## src/rtl/vga_fb_arbiter_if.sv

```systemverilog
`timescale 1ns/1ps
// -----------------------------------------------------------------------------
// vga_fb_arbiter_if
// Groups the pixel-writer handshake and the frame-buffer RAM bus of the
// frame-buffer arbiter.
//   wr_valid/wr_ready/wr_addr/wr_data : writer -> arbiter, transfer on valid&ready
//   mem_en/mem_we/mem_addr/mem_wdata  : arbiter -> single-port RAM
//   mem_rdata                         : RAM -> arbiter, valid 1 cycle after a read
// Modports:
//   master : the arbiter (owns the RAM bus, answers the writer)
//   slave  : the environment (writer plus RAM)
// -----------------------------------------------------------------------------
interface vga_fb_arbiter_if #(
    parameter int ADDR_W = 14,
    parameter int DATA_W = 4
);
    logic              wr_valid;
    logic              wr_ready;
    logic [ADDR_W-1:0] wr_addr;
    logic [DATA_W-1:0] wr_data;
    logic              mem_en;
    logic              mem_we;
    logic [ADDR_W-1:0] mem_addr;
    logic [DATA_W-1:0] mem_wdata;
    logic [DATA_W-1:0] mem_rdata;

    modport master (
        input  wr_valid, wr_addr, wr_data, mem_rdata,
        output wr_ready, mem_en, mem_we, mem_addr, mem_wdata
    );

    modport slave (
        output wr_valid, wr_addr, wr_data, mem_rdata,
        input  wr_ready, mem_en, mem_we, mem_addr, mem_wdata
    );
endinterface

```

## src/rtl/vga_fb_arbiter.sv

```systemverilog
`timescale 1ns/1ps
// -----------------------------------------------------------------------------
// vga_fb_arbiter
// Shares one single-port frame-buffer RAM between VGA scanout and a pixel
// writer. Scanout reads always win; a full-frame clear engine and a small
// write FIFO use the non-display cycles.
// Ports:
//   clk, rst_n         clock (rising edge), asynchronous active-low reset
//   disp_ena, row, col timing generator: visible pixel and its position
//   bus (master)       writer handshake + RAM bus (see vga_fb_arbiter_if)
//   clr_req, clr_color start a frame clear with the given colour (pulse)
//   clr_busy           clear in progress
//   clr_done           pulse on the cycle the last clear write is issued
//   wr_drop            pulse when a popped FIFO entry is out of range
//   pix_data,pix_valid scanout pixel, one cycle after the read slot
// -----------------------------------------------------------------------------
module vga_fb_arbiter #(
    parameter int H_BITS    = 8,
    parameter int V_BITS    = 7,
    parameter int H_PIXELS  = 150,
    parameter int V_PIXELS  = 75,
    parameter int DATA_W    = 4,
    parameter int ADDR_W    = 14,
    parameter int FIFO_LOG2 = 2
) (
    input  logic              clk,
    input  logic              rst_n,
    input  logic              disp_ena,
    input  logic [V_BITS-1:0] row,
    input  logic [H_BITS-1:0] col,
    vga_fb_arbiter_if.master  bus,
    input  logic              clr_req,
    input  logic [DATA_W-1:0] clr_color,
    output logic              clr_busy,
    output logic              clr_done,
    output logic              wr_drop,
    output logic [DATA_W-1:0] pix_data,
    output logic              pix_valid
);
    localparam int                 DEPTH     = 2 ** FIFO_LOG2;
    localparam int                 TOTAL     = H_PIXELS * V_PIXELS;
    // One bit wider so the range check works even when TOTAL == 2**ADDR_W.
    localparam logic [ADDR_W:0]    TOTAL_W   = (ADDR_W + 1)'(TOTAL);
    localparam logic [ADDR_W-1:0]  LAST_ADDR = ADDR_W'(TOTAL - 1);
    localparam logic [FIFO_LOG2:0] DEPTH_W   = (FIFO_LOG2 + 1)'(DEPTH);

    typedef enum logic {
        IDLE,
        CLEAR
    } state_t;

    state_t              state_reg, state_next;
    logic [ADDR_W-1:0]   clr_ptr_reg, clr_ptr_next;
    logic [DATA_W-1:0]   clr_color_reg, clr_color_next;

    // Write FIFO: each entry is {address, data}.
    logic [ADDR_W+DATA_W-1:0] fifo_mem [DEPTH];
    logic [FIFO_LOG2-1:0]     wr_ptr_reg, rd_ptr_reg;
    logic [FIFO_LOG2:0]       count_reg;
    logic                     fifo_full, fifo_empty;
    logic                     push, pop;
    logic [ADDR_W-1:0]        head_addr;
    logic [DATA_W-1:0]        head_data;
    logic                     head_in_range;

    logic [ADDR_W-1:0]   pix_addr;
    logic                pix_valid_reg;

    logic                mem_en, mem_we;
    logic [ADDR_W-1:0]   mem_addr;
    logic [DATA_W-1:0]   mem_wdata;
    logic                clr_done_c, wr_drop_c;

    // Linear scanout address: row * stride + col.
    assign pix_addr = ADDR_W'(row) * ADDR_W'(H_PIXELS) + ADDR_W'(col);

    assign fifo_full  = (count_reg == DEPTH_W);
    assign fifo_empty = (count_reg == '0);
    // No bypass: a full FIFO refuses the push even if it pops this cycle.
    assign push       = bus.wr_valid && !fifo_full;

    assign {head_addr, head_data} = fifo_mem[rd_ptr_reg];
    assign head_in_range          = ({1'b0, head_addr} < TOTAL_W);

    // FIFO storage needs no reset; occupancy is tracked by the pointers.
    always_ff @(posedge clk) begin
        if (push) begin
            fifo_mem[wr_ptr_reg] <= {bus.wr_addr, bus.wr_data};
        end
    end

    always_ff @(posedge clk or negedge rst_n) begin
        if (!rst_n) begin
            state_reg     <= IDLE;
            clr_ptr_reg   <= '0;
            clr_color_reg <= '0;
            wr_ptr_reg    <= '0;
            rd_ptr_reg    <= '0;
            count_reg     <= '0;
            pix_valid_reg <= 1'b0;
        end else begin
            state_reg     <= state_next;
            clr_ptr_reg   <= clr_ptr_next;
            clr_color_reg <= clr_color_next;
            pix_valid_reg <= disp_ena;
            if (push) begin
                wr_ptr_reg <= wr_ptr_reg + 1'b1;
            end
            if (pop) begin
                rd_ptr_reg <= rd_ptr_reg + 1'b1;
            end
            if (push && !pop) begin
                count_reg <= count_reg + 1'b1;
            end else if (!push && pop) begin
                count_reg <= count_reg - 1'b1;
            end
        end
    end

    // Slot arbitration and clear FSM.
    always_comb begin
        state_next     = state_reg;
        clr_ptr_next   = clr_ptr_reg;
        clr_color_next = clr_color_reg;
        mem_en         = 1'b0;
        mem_we         = 1'b0;
        mem_addr       = '0;
        mem_wdata      = '0;
        pop            = 1'b0;
        clr_done_c     = 1'b0;
        wr_drop_c      = 1'b0;

        if (disp_ena) begin
            mem_en   = 1'b1;
            mem_addr = pix_addr;
        end else if (state_reg == CLEAR) begin
            mem_en    = 1'b1;
            mem_we    = 1'b1;
            mem_addr  = clr_ptr_reg;
            mem_wdata = clr_color_reg;
        end else if (!fifo_empty) begin
            pop = 1'b1;
            if (head_in_range) begin
                mem_en    = 1'b1;
                mem_we    = 1'b1;
                mem_addr  = head_addr;
                mem_wdata = head_data;
            end else begin
                wr_drop_c = 1'b1;
            end
        end

        case (state_reg)
            IDLE: begin
                if (clr_req) begin
                    state_next     = CLEAR;
                    clr_ptr_next   = '0;
                    clr_color_next = clr_color;
                end
            end
            CLEAR: begin
                // The pointer only moves when the clear actually got the slot;
                // clr_req is deliberately ignored here.
                if (!disp_ena) begin
                    if (clr_ptr_reg == LAST_ADDR) begin
                        clr_done_c = 1'b1;
                        state_next = IDLE;
                    end else begin
                        clr_ptr_next = clr_ptr_reg + 1'b1;
                    end
                end
            end
            default: state_next = IDLE;
        endcase

        // Keep the combinational outputs quiet while reset is asserted,
        // even if the timing generator is still running.
        if (!rst_n) begin
            mem_en     = 1'b0;
            mem_we     = 1'b0;
            mem_addr   = '0;
            mem_wdata  = '0;
            clr_done_c = 1'b0;
            wr_drop_c  = 1'b0;
        end
    end

    assign bus.mem_en    = mem_en;
    assign bus.mem_we    = mem_we;
    assign bus.mem_addr  = mem_addr;
    assign bus.mem_wdata = mem_wdata;
    assign bus.wr_ready  = !fifo_full;

    assign clr_busy  = (state_reg == CLEAR);
    assign clr_done  = clr_done_c;
    assign wr_drop   = wr_drop_c;
    assign pix_valid = pix_valid_reg;
    // The RAM read port is registered, so mem_rdata already arrives one cycle
    // after the read slot; it only needs qualifying here.
    assign pix_data  = pix_valid_reg ? bus.mem_rdata : '0;
endmodule
```

## src/flat_wrapper.sv

```systemverilog
// flat-port wrapper written by rule: the top's interface ports become plain ports
module vga_fb_arbiter_flat 
#(
    parameter int H_BITS    = 8,
    parameter int V_BITS    = 7,
    parameter int H_PIXELS  = 150,
    parameter int V_PIXELS  = 75,
    parameter int DATA_W    = 4,
    parameter int ADDR_W    = 14,
    parameter int FIFO_LOG2 = 2
)
  (clk, rst_n, disp_ena, row, col, clr_req, clr_color, clr_busy, clr_done, wr_drop, pix_data, pix_valid, bus_wr_valid, bus_wr_addr, bus_wr_data, bus_mem_rdata, bus_wr_ready, bus_mem_en, bus_mem_we, bus_mem_addr, bus_mem_wdata);
  vga_fb_arbiter_if #(.ADDR_W(ADDR_W), .DATA_W(DATA_W)) bus_i ();
  input  logic clk;
  input  logic rst_n;
  input  logic disp_ena;
  input  logic [V_BITS-1:0] row;
  input  logic [H_BITS-1:0] col;
  input  logic clr_req;
  input  logic [DATA_W-1:0] clr_color;
  output logic clr_busy;
  output logic clr_done;
  output logic wr_drop;
  output logic [DATA_W-1:0] pix_data;
  output logic pix_valid;
  input wire logic [$bits(bus_i.wr_valid)-1:0] bus_wr_valid;
  input wire logic [$bits(bus_i.wr_addr)-1:0] bus_wr_addr;
  input wire logic [$bits(bus_i.wr_data)-1:0] bus_wr_data;
  input wire logic [$bits(bus_i.mem_rdata)-1:0] bus_mem_rdata;
  output wire logic [$bits(bus_i.wr_ready)-1:0] bus_wr_ready;
  output wire logic [$bits(bus_i.mem_en)-1:0] bus_mem_en;
  output wire logic [$bits(bus_i.mem_we)-1:0] bus_mem_we;
  output wire logic [$bits(bus_i.mem_addr)-1:0] bus_mem_addr;
  output wire logic [$bits(bus_i.mem_wdata)-1:0] bus_mem_wdata;
  assign bus_i.wr_valid = bus_wr_valid;
  assign bus_i.wr_addr = bus_wr_addr;
  assign bus_i.wr_data = bus_wr_data;
  assign bus_i.mem_rdata = bus_mem_rdata;
  assign bus_wr_ready = bus_i.wr_ready;
  assign bus_mem_en = bus_i.mem_en;
  assign bus_mem_we = bus_i.mem_we;
  assign bus_mem_addr = bus_i.mem_addr;
  assign bus_mem_wdata = bus_i.mem_wdata;
  vga_fb_arbiter #(.H_BITS(H_BITS), .V_BITS(V_BITS), .H_PIXELS(H_PIXELS), .V_PIXELS(V_PIXELS), .DATA_W(DATA_W), .ADDR_W(ADDR_W), .FIFO_LOG2(FIFO_LOG2)) u_core (.clk(clk), .rst_n(rst_n), .disp_ena(disp_ena), .row(row), .col(col), .bus(bus_i), .clr_req(clr_req), .clr_color(clr_color), .clr_busy(clr_busy), .clr_done(clr_done), .wr_drop(wr_drop), .pix_data(pix_data), .pix_valid(pix_valid));
endmodule
```

## config.mk

```make
export PLATFORM = sky130hd
export DESIGN_NAME = vga_fb_arbiter_flat
export DESIGN_NICKNAME = d
export VERILOG_FILES = /design/src/rtl/vga_fb_arbiter_if.sv /design/src/rtl/vga_fb_arbiter.sv /design/src/flat_wrapper.sv
export SDC_FILE = /design/constraint.sdc
export NUM_CORES = 1
export LEC_CHECK = 0
export CAP_MARGIN = 20
export CORE_MARGIN = 8
export CORE_UTILIZATION = 56
export DETAILED_ROUTE_END_ITERATION = 8
export MAX_ROUTING_LAYER = met4
export PLACE_DENSITY = 0.85
export SETUP_SLACK_MARGIN = 0.05
export SYNTH_ARGS = -nofsm -noshare
export SYNTH_HDL_FRONTEND = slang
export SYNTH_SLANG_ARGS = --single-unit
```

## constraint.sdc

```tcl
create_clock -name clk -period 6.2 [get_ports clk]
set_clock_uncertainty 0.1 [all_clocks]
set_input_delay 0.93 -clock clk [delete_from_list [all_inputs] [get_ports clk]]
set_output_delay 0.93 -clock clk [all_outputs]
set_load 0.05 [all_outputs]
```

After elaboration in Yosys (flattened, before gate mapping)
Memories as Yosys holds them, arrays and structs flattened.
Cells that the tools add are included.
- add/sub/neg operators: 6
- $mul: 1
- magnitude comparators: 1
- equality and inequality tests: 5
- muxes and demuxes: 42
- bitwise logic cells: 1
- reduce and logical (&&, ||, !) cells: 10
- operators by type and width (operator ; number):
    14-bit two-way mux ; 8
    14-bit one-hot mux with 2 select lines ; 1
    1-bit two-way mux ; 24
    4-bit two-way mux ; 6
    14-bit by 1-bit adder with 14-bit output (second input constant) ; 1
    14-bit by 8-bit adder with 14-bit output ; 1
    14-bit == test (second input constant) ; 1
    14-bit less-than comparator (second input constant) ; 1
    7-bit by 7-bit multiplier with 13-bit output (second input constant) ; 1
    3-bit two-way mux ; 2
    2-bit != test (second input constant) ; 3
    2-bit by 1-bit adder with 2-bit output (second input constant) ; 2
    3-bit by 1-bit adder with 3-bit output (second input constant) ; 1
    3-bit == test (second input constant) ; 1
    1-bit logical AND ; 3
    1-bit zero test ; 3
    3-bit zero test ; 1
    3-bit AND reduction ; 1
    3-bit by 1-bit subtractor with 3-bit output (second input constant) ; 1
    1-bit one-hot mux with 2 select lines ; 1
    2-bit AND reduction ; 1
    2-bit nonzero test ; 1
    1-bit inverter ; 1
- bits in registers: 27
- RAM bits: 72
- bits of input ports: 46
- output and inout bits: 29
- logic and storage cells: 74
- memories: 1
- memory list (memory ; words ; bits a word ; rd ports ; clocked after Yosys merged registers in ; wr ports ; RTL line ; text):
    u_core.fifo_mem ; 4 ; 18 ; 1 ; 0 ; 1 ; vga_fb_arbiter.sv:57 ; logic [ADDR_W+DATA_W-1:0] fifo_mem [DEPTH];

Logic depth before layout (Yosys ltp)
Gate-level depths: netlist (run 1).
- depth in word-level cells: 7
- gate-level depth with buffers: 16
- gate-level depth less buffers: 16

Least setup slack after synthesis (run 1)
Ideal clock, no wire load.
- path type: input to output
- start point: input row[3]
- end point: output bus_mem_addr[13]
- data arrival time: 5.385 ns
- data required time: 5.170 ns
- slack: -0.215 ns
- stages on the path: 14
- buffers on the path: 0
- path through: ha_1 > ha_1 > ha_1 > inv_1 > fa_1 > inv_1 > ha_1 > and3_1 > a2111oi_1 > xnor2_1 > o211ai_1 > a2111oi_2 > xnor2_1 > a221oi_1
- longest elaborated chain between the ends: 4
- ends and longest elaborated chain (what ; RTL line ; text):
    start, declared ; flat_wrapper.sv:17 ; input logic [V_BITS-1:0] row;
    7-bit by 7-bit multiplier with 13-bit output ; vga_fb_arbiter.sv:75 ; assign pix_addr = ADDR_W'(row) * ADDR_W'(H_PIXELS) + ADDR_W'(col);
    14-bit by 8-bit adder with 14-bit output ; vga_fb_arbiter.sv:75 ;
    14-bit two-way mux ; vga_fb_arbiter.sv:133 ; if (disp_ena) begin
    14-bit two-way mux ; vga_fb_arbiter.sv:178 ; if (!rst_n) begin
    end, declared ; flat_wrapper.sv:33 ; output wire logic [$bits(bus_i.mem_addr)-1:0] bus_mem_addr;
No other way between the ends.

Worst setup path in the final report (run 1)
- start point: input row[2]
- end point: output bus_mem_addr[13]
Same word-level chain as after synthesis.

==> impl_metrics.ini, run 1 <==
[outcome]
status = finished, final reports clean

[route]
viasPerCell = 5.78
via_count = 3922
first_iter_violations = 251
drtAntennaViolNets = 0
drc = 0
wl_um = 12600
drtPass1Iterations = 4
routedWlPerCell_um = 18.6

[yosys]
synth_edf_count = 72
synthSimpleGateAreaFrac_pct = 11.6
yosysWarningCount = 0
synth_top_family_by_area = adder cells
async_reset_ff_share_pct = 27.3
ys_ff_latch = 99
synth.mux.area_fraction_pct = 7.65
synth_compound_area_share_pct = 10.2
synthesis.area_per_instance_um2 = 12.7
syn_nets = 549
synth_cell_type_count = 56
synth_area_um2 = 5710
synth_adder_area_share_pct = 12.7
ys_seq_area_share_pct = 49.7
synth_xor_area_share_pct = 5.52
syn-instance-count = 449
synth_flop_cell = edfxtp_1

[critical_path]
reg2reg_to = u_core.clr_ptr_reg[12]
worst-r2r-setup-slack_ps = 3810
crit_arrival_ps = 4920
ff2ff_path_depth = 6
r2r_start = u_core.clr_ptr_reg[12]
path_max_fanout = 4
critPathKind = in -> out
cp.required_ps = 5170
startpoint_type = input port
cp-end-kind = output port

[pwr]
p_clk_share_pct = 17.9
pwr_density_cell_nw_per_um2 = 371
p_switching_w = 0.000971
p_comb_share_pct = 44.6
leakagePower_nw = 2.78
vdd_drop_max_v = 0.000247
swShare_pct = 37.1
seq_power_share_pct = 37.5
intPower_w = 0.00164
totalPowerFinal_w = 0.00262

[clock_tree]
cts_buffer_depth = 2
cts_tree = done
worstSkewPairLatency_ps = 370
path_clk_slew_ps = 100
htreeDepth = 3
cts_root_buf = clkbuf_8
clock_sinks = 99
numCtsBuffers = 9

[place]
post-dp-hpwl_um = 9400
portBuffers = 74
dp.cells = 658
gp_congestion = 0.881

[sta]
drv_slew = 0
rsz0062_at_grt = no
setup_viol_count_final = 0
hold_viol = 0
min_period_ps = 5950
min_period_over_period_pct = 96.0
worst_pin_slew_ps = 927
slew_headroom_pct = 38.2
max_freq_mhz = 168
holdWs_ps = 408

[global_route]
grt_max_degree = 34
grt_pass1_vias = 4071
grt_pass1_wl_um = 20300
overflow = 0
track_usage_pct = 19.9
grt_antenna_before_repair = 0

[hold_path]
min_delay_worst_endpoint = u_core.clr_color_reg[3]
hold_path_class = reg -> reg
hp-start = u_core.clr_color_reg[3]
whs_path_depth = 2

[die]
core.rowCount = 37
die-area_um2 = 13700
initial_core_util_pct = 56.6
dieHeight_um = 117
ios = 75
core_area_um2 = 10100
die_w_um = 117

[layout]
finalCoreUtilization_pct = 69.9
area_growth_pct = 23.5
final-instance-count-excl-fill = 678
layout-drive-gt1-share_pct = 15.1
diodes = 0
largest_reg_flops = 72
layout.nets = 637

[run]
drv_cap = 0
[cells in the mapped netlist, drive strengths merged, types with 2 or more instances]
cell type / n / area share [%]
nand3: 8 / 0.70
and3: 10 / 1.1
nand4: 3 / 0.33
o2111ai: 3 / 0.57
nor2b: 4 / 0.44
xor2: 21 / 3.2
fa: 7 / 2.5
nand2: 35 / 2.3
inv: 20 / 1.3
ha: 47 / 10
mux2i: 2 / 0.35
nand3b: 12 / 1.6
nand2b: 2 / 0.22
a221oi: 14 / 3.1
dfrtp: 27 / 12
o311a: 2 / 0.35
a21o: 2 / 0.26
edfxtp: 72 / 38
nor2: 26 / 1.8
mux4: 18 / 7.1
and2: 8 / 0.88
a21oi: 25 / 2.2
o21ai: 13 / 1.3
a211oi: 4 / 0.53
o211ai: 2 / 0.26
nor4: 2 / 0.22
clkbuf: 11 / 0.74
or3: 4 / 0.44
nor3: 9 / 0.79
buf: 5 / 0.53
xnor2: 15 / 2.3
a2111oi: 2 / 0.44
[critical path, cell delays in order]
cell and delay (ps):
clkdlybuf4s50_1 430, buf_4 160, ha_1 180, ha_1 320
ha_1 290, ha_1 360, a21oi_2 170, nor2b_1 60
nor2_1 110, xnor2_1 80, ha_1 310, o21ai_0 100
a21oi_1 180, o211ai_1 170, a2111oi_2 330, xnor2_1 160
a221oi_2 270, buf_4 170, buf_12 130
[metal layers]
metal | GRT usage [%] | share of wire, %
met4 | 6.31 | 1.9
met3 | 3.44 | 3.8
met5 | - | 0
met2 | 33.7 | 52
met1 | 24.0 | 42
[power groups by stage]
stage / clock network, W / logic, W / registers [W]
after floorplan: 0 / 0.000845 / 0.000929
after CTS: 0.000473 / 0.00113 / 0.000985
after detailed placement: 0 / 0.00113 / 0.000998
after global routing: 0.000502 / 0.00127 / 0.00100
after global placement: 0 / 0.00109 / 0.000986
final: 0.000468 / 0.00117 / 0.000981
[logic make-up after synthesis]
| logic type | count (synthesis) |
|---|---|
| compound gates | 75 |
| mux | 21 |
| xor+xnor | 36 |
| buf+inv | 36 |
| simple gates | 128 |
| fa+ha+maj | 54 |
| flops | 99 |
[worst max path at each step]
stage | start | end | slack [ps] | cells after the start
2_1_floorplan | row[3] | bus_mem_addr[11] | 90 | 14
3_5_place_dp | row[5] | bus_mem_addr[13] | -50 | 17
4_1_cts | row[5] | bus_mem_addr[13] | 90 | 19
3_3_place_gp | row[5] | bus_mem_addr[13] | -10 | 17
6_report | row[2] | bus_mem_addr[13] | 250 | 19
5_1_grt | row[2] | bus_mem_addr[13] | 10 | 19
[placed cells by master (no fill, tap or decap), types with 5 or more instances in the layout]
master | netlist | routed
a21oi_1 | 25 | 24
a221oi_2 | 9 | 10
and2_1 | 7 | 7
and3_1 | 10 | 10
buf_12 | 0 | 7
buf_4 | 0 | 20
clkbuf_8 | 0 | 9
clkdlybuf4s50_1 | 0 | 61
dfrtp_1 | 27 | 27
dlymetal6s2s_1 | 0 | 5
edfxtp_1 | 72 | 72
fa_1 | 7 | 7
ha_1 | 47 | 44
inv_1 | 20 | 20
mux4_2 | 18 | 18
nand2_1 | 35 | 35
nand3_1 | 8 | 8
nand3b_1 | 12 | 12
nor2_1 | 25 | 25
nor3_1 | 9 | 9
o21ai_0 | 11 | 11
xnor2_1 | 15 | 15
xor2_1 | 21 | 21
[cell type report]
cell class,count,area (µm²)
fillers,723,3040
clock buffers,9,124
repair buffers,93,963
flip-flops and latches,99,2840
clock inverters,7,106
inverters,20,75.1
multi-input cells,314,2780
well taps,136,170
[per-stage QoR]
stage               instance area [µm²]  setup TNS [ps]  worst slack (ps)
floorplan                          5720               0              89.2
global placement                   6740           -11.0             -11.0
detailed placement                 6740           -49.5             -49.5
CTS                                6970               0              88.4
global route                       7060               0              13.7
finish                             7060               0               245
[what timing repair did]
item / 4_1_cts / 5_1_grt
resized for setup: 1 / 9
setup endpoints to repair: 2 / 6
hold buffers: 0 / 0
buffers inserted: 0 / 4
pin swaps: 2 / 7
Note: power is estimated with default switching activity, not from simulation.
==> run 2: changes to the inputs <==
CTS_CLUSTER_SIZE = 12   (was not set)
PLACE_DENSITY = 0.92   (was 0.85)
==> run 2 against run 1 <==
- sequential share of layout area is 0.093 points higher
- cell count is 0.59% lower
- critical path depth is 3 lower
- total power is 0.55% lower
- largest cell class unchanged
- maximum frequency is 0.60% lower
- global-route usage is 0.31 points higher
- clock power is 6.8% lower
- highest routed layer unchanged
- core utilization is 0.16 points lower
- hold slack better by 5.3 ps
==> impl_metrics.ini, run 2 (synthesis results as in run 1) <==
[die]
ios = 75
die_w_um = 117
die-area_um2 = 13700
core.rowCount = 37
core_area_um2 = 10100
dieHeight_um = 117
initial_core_util_pct = 56.6

[layout]
fin_area_um2 = 7040
area_growth_pct = 23.2
seq_area_um2 = 2840
multi_input_area_um2 = 2800
final_common_cell = edfxtp_1
final_cell_mix = edfxtp_1, clkdlybuf4s50_1, ha_1
diodes = 0
layout.nets = 633
largest_reg_flops = 72
layout-drive-gt1-share_pct = 15.6
fill_cells = 707
final-instance-count-excl-fill = 674

[place]
gp_congestion = 0.902
placed_cell_area_um2 = 6730
post-dp-hpwl_um = 9910
portBuffers = 74
pre_cts_ws_ps = -96.4
dp.cells = 657

[pwr]
vdd_drop_max_v = 0.000200
pwr_density_cell_nw_per_um2 = 370
leakagePower_nw = 2.77

[global_route]
overflow = 0
grt_max_degree = 33
track_usage_pct = 20.3
grt_antenna_before_repair = 0
grt_pass1_wl_um = 20700
grt_pass1_vias = 4173

[sta]
slew_headroom_pct = 34.6
setup_viol_count_final = 0
worst_slack_ps = 209
min_period_ps = 5990
hold_viol = 0
drv_slew = 0
min_period_over_period_pct = 96.6
holdWs_ps = 413
rsz0062_at_grt = no
worst_pin_slew_ps = 981
max_freq_mhz = 167

[route]
first_iter_violations = 286
drtAntennaViolNets = 0
drtPass1Iterations = 4
viasPerCell = 5.93
via_count = 3996
wl_um = 13000
drc = 0
routedWlPerCell_um = 19.2

[critical_path]
critPathKind = in -> out
startpoint_type = input port
cp.required_ps = 5170
cp-end-kind = output port
crit_arrival_ps = 4960
reg2reg_to = u_core.count_reg[2]
ff2ff_path_depth = 9
path_max_fanout = 5
r2r_start = u_core.clr_busy
worst-r2r-setup-slack_ps = 3320

[outcome]
status = finished, final reports clean

[clock_tree]
clock_sinks = 99
cts_buffer_depth = 2
cts_tree = done
cts_root_buf = clkbuf_8
htreeDepth = 3
worstSkewPairLatency_ps = 370
numCtsBuffers = 9
path_clk_slew_ps = 110

[hold_path]
hp-start = u_core.clr_color_reg[0]
whs_path_depth = 2
hold_path_class = reg -> reg
min_delay_worst_endpoint = u_core.clr_color_reg[0]

[run]
drv_cap = 0
-- run 2: cell types whose count changed in the layout (fill, tap and decap cells not counted), sizes merged --
cell / previous run / this run
bufinv: 2 / 1
buf: 27 / 22
clkinvlp: 2 / 1
clkbuf: 9 / 10
clkinv: 0 / 2
-- run 2: area by class of cell --
cell class,instances,area share [%]
tap,136,2.42
timing repair buffer,89,13.3
clock buffer,9,1.76
multi-input combinational,314,39.8
sequential,99,40.3
clock inverter,7,1.30
inverter,20,1.07
-- run 2: routing by layer --
layer / vias up / part of all wire, % / track usage (%) / wire length (µm)
li1: 1871 / - / - / -
met1: 2010 / 41 / 23.7 / 5330
met2: 102 / 54 / 35.6 / 6980
met3: 13 / 3.8 / 2.98 / 496
met4: 0 / 1.2 / 5.97 / 153
met5: - / 0 / - / 0
-- run 2: metrics by stage --
stage	power [W]	utilization, %	TNS, ps
6_report	0.00260	69.7	0
2_1_floorplan	0.00177	-	0
3_5_place_dp	0.00214	66.7	-96.4
5_1_grt	0.00273	69.7	0
4_1_cts	0.00257	68.9	0
3_3_place_gp	0.00207	66.7	-32.9
-- run 2: worst max path at each step --
stage	from	end	depth (start not counted)
5_1_grt	row[0]	bus_mem_addr[13]	18
6_report	row[0]	bus_mem_addr[13]	16
3_5_place_dp	row[3]	bus_mem_addr[13]	17
3_3_place_gp	row[3]	bus_mem_addr[13]	17
2_1_floorplan	row[3]	bus_mem_addr[11]	14
4_1_cts	row[3]	bus_mem_addr[12]	20
-- run 2: power breakdown --
part | total (W) | leakage, nW | internal (W) | switching [W]
combinational | 0.00117 | 1.66 | 0.000543 | 0.000625
clock | 0.000436 | 0.105 | 0.000196 | 0.000240
sequential | 0.000997 | 1.00 | 0.000863 | 0.000134
-- run 2: repair_timing --
| action | 4_1_cts | 5_1_grt |
|---|---|---|
| setup endpoints to repair | 4 | 6 |
| hold buffers | 0 | 0 |
| setup buffers | 0 | 1 |
| gates resized for setup | 2 | 16 |
| pin swaps | 3 | 8 |
-- run 2: worst max-delay path: stages --
cell and delay [ps]:
clkdlybuf4s50_1 450, buf_4 160, ha_1 280, ha_1 330, fa_1 510, xor2_1 190, ha_1 350, o21a_1 150
o31ai_1 130, a21oi_1 230, o211ai_1 150, a2111oi_2 390, xnor2_1 190, a221oi_2 240, buf_4 150, buf_12 130
==> run 3: changes to the inputs <==
GPL_ROUTABILITY_DRIVEN = 0   (was not set)
SKIP_LAST_GASP = 1   (was not set)
==> run 3 against run 2 <==
- clock power decreased by 9.4%
- wire length decreased by 0.25%
- die area stayed put
- critical path depth increased by 3
- core utilization is 0.19 points higher
- flip-flop and latch count stayed put
- sequential share of layout area fell by 0.11 points
- sequential power barely moved
- cell count increased by 0.74%
- count of clock-buffer cells in the layout stayed put
- worst setup slack worse by 45 ps
==> impl_metrics.ini, run 3 (synthesis results as in run 1) <==
[critical_path]
cp-end-kind = output port
path_cells = clkdlybuf4s50_1 -> buf_4 -> ha_1 -> ha_1 -> ha_1 -> ha_1 -> a21oi_2 -> nor2b_1 -> nor2_1 -> xnor2_1 -> ha_1 -> o21ai_2 -> a21oi_2 -> o211ai_1 -> a2111oi_2 -> xnor2_1 -> a221oi_2 -> buf_4 -> buf_12
startpoint_type = input port
slowest_delay_ps = 450
crit_path_top_delay_cell = clkdlybuf4s50_1
path_max_fanout = 4
crit_arrival_ps = 5010
critPathKind = in -> out
cp.required_ps = 5170
path_common_cell = ha_1

[route]
drtAntennaViolNets = 0
routedWlPerCell_um = 19.0
wl_met3_um = 776
wl_um = 12900
drc = 0
dr_wl_met2_um = 6960
drtPass1Iterations = 4
via_count = 4097
top_layer = met4
drt-met1-wl_um = 4930
viasPerCell = 6.03
first_iter_violations = 235

[sta]
setup_viol_count_final = 0
slew_headroom_pct = 33.7
hold_viol = 0
setup_tns_ps = 0
worst_pin_slew_ps = 995
min_period_ps = 6040
max_freq_mhz = 166
drv_slew = 0
min_period_over_period_pct = 97.4

[place]
portBuffers = 74
dp.cells = 656
post-dp-hpwl_um = 9660

[clock_tree]
htreeDepth = 3
ctsHoldBuffers = 0
numCtsBuffers = 9
cts_tree = done
path_clk_slew_ps = 100
clock_sinks = 99
worstSkewPairLatency_ps = 370
cts_root_buf = clkbuf_8
cts_buffer_depth = 2

[pwr]
leakagePower_nw = 2.78
vdd_drop_max_v = 0.000241
pwr_density_cell_nw_per_um2 = 367

[layout]
diodes = 0
final_common_cell = edfxtp_1
final-instance-count-excl-fill = 679
layout.nets = 638
layout-drive-gt1-share_pct = 16.2
area_growth_pct = 23.6
final_cell_mix = edfxtp_1, clkdlybuf4s50_1, ha_1
largest_reg_flops = 72

[run]
drv_cap = 0

[die]
core_area_um2 = 10100
die_w_um = 117
die-area_um2 = 13700
core.rowCount = 37
initial_core_util_pct = 56.6
ios = 75
dieHeight_um = 117

[global_route]
overflow = 0
grt_antenna_before_repair = 0
grt_pass1_wl_um = 20300
track_usage_pct = 19.8
grt_max_degree = 33
grt_pass1_vias = 4291

[hold_path]
hold_path_class = reg -> reg

[outcome]
status = finished, final reports clean
## run 3: final timing paths
kind	startpoint	endpoint	slack [ps]	depth (start not counted)
max	row[0]	bus_mem_addr[13]	160	19
min	u_core.clr_color_reg[1]	u_core.clr_color_reg[1]	400	2
max reg2reg	u_core.clr_busy	u_core.count_reg[2]	3340	9
min reg2reg	u_core.clr_color_reg[1]	u_core.clr_color_reg[1]	400	2
max in group asynchronous	rst_n	u_core.rd_ptr_reg[1]	4810	2
min in group asynchronous	rst_n	u_core.clr_ptr_reg[13]	890	2
## run 3: report_power, final
group          switching (W)  total (W)  internal [W]
sequential          0.000132   0.000995      0.000863
clock               0.000238   0.000395      0.000156
combinational       0.000633    0.00120      0.000567
## run 3: repair_timing
item | in CTS | in global routing
gates resized for setup | 2 | 16
pin swaps | 2 | 12
setup buffers | 2 | 5
endpoints found under the setup margin | 2 | 6
## run 3: per-stage QoR
step	setup slack (ps)	util (%)	cell area (µm²)	hold slack, ps	power (W)
3_3_place_gp	-28.5	66.6	6720	359	0.00206
6_report	164	69.9	7060	403	0.00259
5_1_grt	-18.9	69.9	7060	437	0.00272
3_5_place_dp	-82.4	66.6	6720	379	0.00212
2_1_floorplan	89.2	-	5720	346	0.00177
4_1_cts	105	68.8	6950	402	0.00253
## run 3: area by class of cell
type	count	area, µm²
clock inverter	7	67.6
multi-input combinational	314	2810
inverter	20	75.1
tap	136	170
sequential	99	2840
fill	691	3030
timing repair buffer	94	971
clock buffer	9	124
## run 3: per-layer routing
| layer | track usage [%] | up-vias |
|---|---|---|
| li1 | - | 1877 |
| met3 | 3.59 | 27 |
| met4 | 7.17 | 0 |
| met2 | 35.6 | 157 |
| met1 | 21.5 | 2036 |
| met5 | - | - |
## run 3: critical path: cells and delay by family
kind	cells	cell delay, ps
adder cells (fa/ha/maj)	5	1450
AO/OA/AOI/OAI	6	1250
buffers and inverters	4	910
XOR/XNOR	2	280
AND/OR/NAND/NOR	2	180
